--- src/rtl/sipo_deserializer.sv ---
// MSB-first serial-to-parallel deserializer with frame realignment and a
// one-entry valid/ready output register that flags dropped words as overrun.
module sipo_deserializer #(
   parameter int WIDTH = 3
) (
   input  logic                       clk,
   input  logic                       reset,
   input  logic                       bit_valid,
   input  logic                       serial_in,
   input  logic                       frame_start,
   input  logic                       overrun_clr,
   output logic [WIDTH-1:0]           parallel_out,
   output logic                       out_valid,
   input  logic                       out_ready,
   output logic                       overrun,
   output logic [$clog2(WIDTH):0]     bit_count
);

   localparam int CW = $clog2(WIDTH) + 1;
   localparam logic [CW-1:0] LAST_CNT = CW'(WIDTH - 1);
   localparam logic [CW-1:0] ONE_CNT  = CW'(1);
   localparam logic [CW-1:0] ZERO_CNT = CW'(0);

   localparam logic [0:0] S_IDLE  = 1'b0;
   localparam logic [0:0] S_SHIFT = 1'b1;

   logic [0:0]       state_r;
   logic [0:0]       nxt_state_s;
   logic [CW-1:0]    count_r;
   logic [CW-1:0]    nxt_count_s;
   logic [WIDTH-2:0] shreg_r;
   logic [WIDTH-2:0] nxt_shreg_s;
   logic [WIDTH-1:0] word_s;
   logic             frame_done_s;
   logic             accept_s;

   assign word_s    = {shreg_r, serial_in};
   assign accept_s  = out_valid & out_ready;
   assign bit_count = count_r;

   // Input framing: next shift register, bit counter and state.
   always_comb begin
      nxt_state_s  = state_r;
      nxt_count_s  = count_r;
      nxt_shreg_s  = shreg_r;
      frame_done_s = 1'b0;
      if (frame_start) begin
         nxt_shreg_s = '0;
         if (bit_valid) begin
            nxt_shreg_s[0] = serial_in;
            nxt_count_s    = ONE_CNT;
            nxt_state_s    = S_SHIFT;
         end else begin
            nxt_count_s = ZERO_CNT;
            nxt_state_s = S_IDLE;
         end
      end else if (bit_valid) begin
         nxt_shreg_s = word_s[WIDTH-2:0];
         case (state_r)
            S_IDLE: begin
               nxt_count_s = ONE_CNT;
               nxt_state_s = S_SHIFT;
            end
            S_SHIFT: begin
               if (count_r == LAST_CNT) begin
                  nxt_count_s  = ZERO_CNT;
                  nxt_state_s  = S_IDLE;
                  frame_done_s = 1'b1;
               end else begin
                  nxt_count_s = count_r + ONE_CNT;
                  nxt_state_s = S_SHIFT;
               end
            end
            default: begin
               nxt_count_s = ZERO_CNT;
               nxt_state_s = S_IDLE;
            end
         endcase
      end else begin
         nxt_state_s = state_r;
      end
   end

   // Input framing registers.
   always_ff @(posedge clk or posedge reset) begin
      if (reset) begin
         state_r <= S_IDLE;
         count_r <= ZERO_CNT;
         shreg_r <= '0;
      end else begin
         state_r <= nxt_state_s;
         count_r <= nxt_count_s;
         shreg_r <= nxt_shreg_s;
      end
   end

   // Output holding register; a completing frame may refill it on the accept edge.
   always_ff @(posedge clk or posedge reset) begin
      if (reset) begin
         parallel_out <= '0;
         out_valid    <= 1'b0;
      end else if (frame_done_s && (!out_valid || out_ready)) begin
         parallel_out <= word_s;
         out_valid    <= 1'b1;
      end else if (accept_s) begin
         out_valid <= 1'b0;
      end
   end

   // Sticky overrun: a new set beats a simultaneous clear.
   always_ff @(posedge clk or posedge reset) begin
      if (reset) begin
         overrun <= 1'b0;
      end else if (frame_done_s && out_valid && !out_ready) begin
         overrun <= 1'b1;
      end else if (overrun_clr) begin
         overrun <= 1'b0;
      end
   end

endmodule

--- config.mk ---
export PLATFORM = sky130hd
export DESIGN_NAME = sipo_deserializer
export DESIGN_NICKNAME = d
export VERILOG_FILES = /design/src/rtl/sipo_deserializer.sv
export SDC_FILE = /design/constraint.sdc
export NUM_CORES = 1
export LEC_CHECK = 0
export ABC_AREA = 1
export BUFFER_PORTS_ARGS = -buffer_cell sky130_fd_sc_hd__buf_2
export CAP_MARGIN = 25
export CORE_AREA = 2 2 39 41
export DETAILED_ROUTE_END_ITERATION = 10
export DIE_AREA = 0 0 41 43
export PLACE_DENSITY = 0.6
export SLEW_MARGIN = 15
export SYNTH_ARGS = -nofsm -noshare
export SYNTH_HDL_FRONTEND = slang
export SYNTH_SLANG_ARGS = --single-unit
--- constraint.sdc ---
create_clock -name clk -period 1.4 [get_ports clk]
set_clock_uncertainty 0.1 [all_clocks]
set_input_delay 0.28 -clock clk [delete_from_list [all_inputs] [get_ports clk]]
set_output_delay 0.28 -clock clk [all_outputs]
set_load 0.01 [all_outputs]
==> impl_metrics.py <==
metrics = {
    "finish": {
        "layout-drive-gt1-share": 0.296,
        "syn_to_final_growth_pct": 26.2,
        "diodes": 0,
        "fin_nets": 89,
        "fin_area_um2": 646,
        "final_util": 0.467,
    },
    "drt": {
        "ant_nets": 0,
        "vias": 432,
        "firstDrtPassIters": 4,
        "drcViolationCount": 0,
        "totalWireLength_mm": 1.02,
        "viasPerCell": 4.45,
        "drt_iter0_drc": 7,
        "routedWlPerCell_um": 10.5,
    },
    "setup_path": {
        "critical_path.startpoint": "bit_count[1]",
        "rrSetupSlack_ps": 200,
        "end_kind": "output pin",
        "reg2reg_from": "bit_count[2]",
        "required_ps": 1020,
        "crit_buf_inv": 1,
        "worst-setup-path-type": "reg -> out",
        "endpoint": "bit_count[1]",
        "slowest_delay_ps": 440,
        "cp.depth": 1,
        "critPathTopFamily": "flip-flops",
        "crit_slowest_cell": "dfrtp_1",
        "reg2reg_depth": 6,
        "cp.arrival_ps": 870,
        "crit_chain": "buf_2",
        "start_kind": "flop",
        "r2r-end": "parallel_out[1]",
        "path_max_fanout": 6,
    },
    "cts": {
        "clk_pin_slew_ps": 70,
        "clock-sinks": 11,
        "cts_tree": "yes",
        "cts_inserted_buffers": 3,
        "cts_buffer_depth": 2,
        "post_cts_buffers": 0,
        "root_buffer": "clkbuf_4",
        "clk_latency_ps": 270,
        "htree_levels": 1,
    },
    "power_and_ir_drop": {
        "leakagePower_nw": 0.360,
        "p_per_area_mw_per_mm2": 1040,
        "max-vdd-ir-drop_mv": 0.440,
    },
    "timing": {
        "fin_tns_setup_ps": 0,
        "clock.fmax_ghz": 0.797,
        "hold_violations": 0,
        "final-setup-viol-count": 0,
        "relSlewSlack": 0.723,
        "fin_crit_ps": 1250,
        "worstMarginPinSlew_ps": 415,
        "min_period_over_period": 0.896,
        "drv_slew": 0,
        "rsz0062_at_grt": "false",
    },
    "synthesis": {
        "ys_ff_latch": 11,
        "avgSynthCellArea_um2": 8.39,
        "synth_nets": 68,
        "synth_cells": 61,
        "synth_area_um2": 512,
        "ys_warn_count": 0,
        "ys_seq_area_frac": 0.538,
        "synth.distinct_cells": 14,
    },
    "hold_path": {
        "holdPathStages": 2,
        "hp-class": "in -> reg",
    },
    "place": {
        "portBuffers": 14,
        "placed_cell_area_um2": 609,
        "dp_hpwl_um": 803,
        "place_congestion": 0.762,
    },
    "die": {
        "die-area_mm2": 0.00176,
        "core_mm2": 0.00138,
        "rows": 14,
        "die_x_um": 41,
        "io_pins": 15,
        "start_util": 0.370,
        "die_h_um": 43,
    },
    "outcome": {
        "outcome": "finished, final reports clean",
    },
    "global_route": {
        "grt_pass1_wl_mm": 1.84,
        "antenna_found_initial": 0,
        "grt_max_degree": 12,
        "grt_overflow": 0,
        "globalRouteTotalUtil": 0.159,
        "grt_pass1_vias": 412,
    },
    "job": {
        "cap_violations": 0,
    },
}
cells by family after synthesis:
group                  after synthesis  synth area share
DFF                                 11             0.538
and+or+nand+nor                     31             0.298
AOI/OAI and AO/OA                    8            0.0831
buffers and inverters               11            0.0807
cells in the final DEF (no fill, tap or decap):
cell type and instances:
clkbuf_4 3, o21ai_0 4, nand4_1 1, inv_1 10, clkbuf_1 1, nand3_1 3
nor2_1 4, o31ai_1 1, buf_4 1, nand2_1 18, a21oi_1 3, buf_2 14
nor2_4 1, nand3_2 2, inv_2 1, nand2_4 1, dfrtp_1 11, dlygate4sd3_1 1
nand2_2 1
Yosys cell counts:
master,instances,area share
nand2_4,1,0.022
o31ai_1,1,0.015
inv_1,10,0.073
a21oi_1,3,0.029
inv_2,1,0.0073
dfrtp_1,11,0.54
nor2_1,4,0.029
nor2_4,1,0.022
nand2_2,1,0.012
nand2_1,18,0.13
nand4_1,1,0.012
nand3_2,2,0.039
o21ai_0,4,0.039
nand3_1,3,0.029
sequential cells by signal, indices dropped and copies added, names as in the netlist:
signal,flops
bit_count,3
out_valid,1
shreg_r,2
overrun,1
parallel_out,3
state_r,1
where the power goes:
group | internal, mW | switching (mW)
Combinational | 0.0387 | 0.0561
Sequential | 0.341 | 0.0178
Clock | 0.110 | 0.109
worst min path at each step:
stage                                 end        start  slack (ps)
after floorplan              bit_count[0]        reset          30
after global placement    parallel_out[0]        reset         200
after detailed placement     bit_count[0]        reset         190
after CTS                      shreg_r[1]  frame_start         110
after global routing           shreg_r[1]  frame_start         120
final                          shreg_r[1]  frame_start         120
area by class of cell:
type | instances | area, µm²
fillers | 145 | 738
flip-flops and latches | 11 | 275
multi-input cells | 39 | 195
repair buffers | 16 | 87.6
inverters | 11 | 41.3
clock buffers | 4 | 26.3
well taps | 16 | 20.0
stage by stage:
step                instances  total power, mW  hold WS (ps)  setup slack, ps
CTS                        97            0.681           112              134
global placement           92            0.459           198              259
global route               97            0.719           122             93.5
floorplan                  61            0.416          32.4              270
detailed placement         92            0.459           188              221
finish                     97            0.673           120              146
metal layers:
metal | track usage | share of wire | routed length (µm) | vias to the layer above
met5 | 0 | 0 | 0 | -
li1 | - | - | - | 232
met2 | 0.203 | 0.48 | 489 | 8
met1 | 0.236 | 0.46 | 473 | 190
met3 | 0.0157 | 0.032 | 33 | 2
met4 | 0.120 | 0.022 | 22 | 0
repair_timing:
action,4_1_cts,5_1_grt
hold endpoints to repair,11,0
hold buffers,1,0
endpoints found under the setup margin,0,0
resized for setup,0,0
No activity file was read; power rests on OpenSTA's default activity.
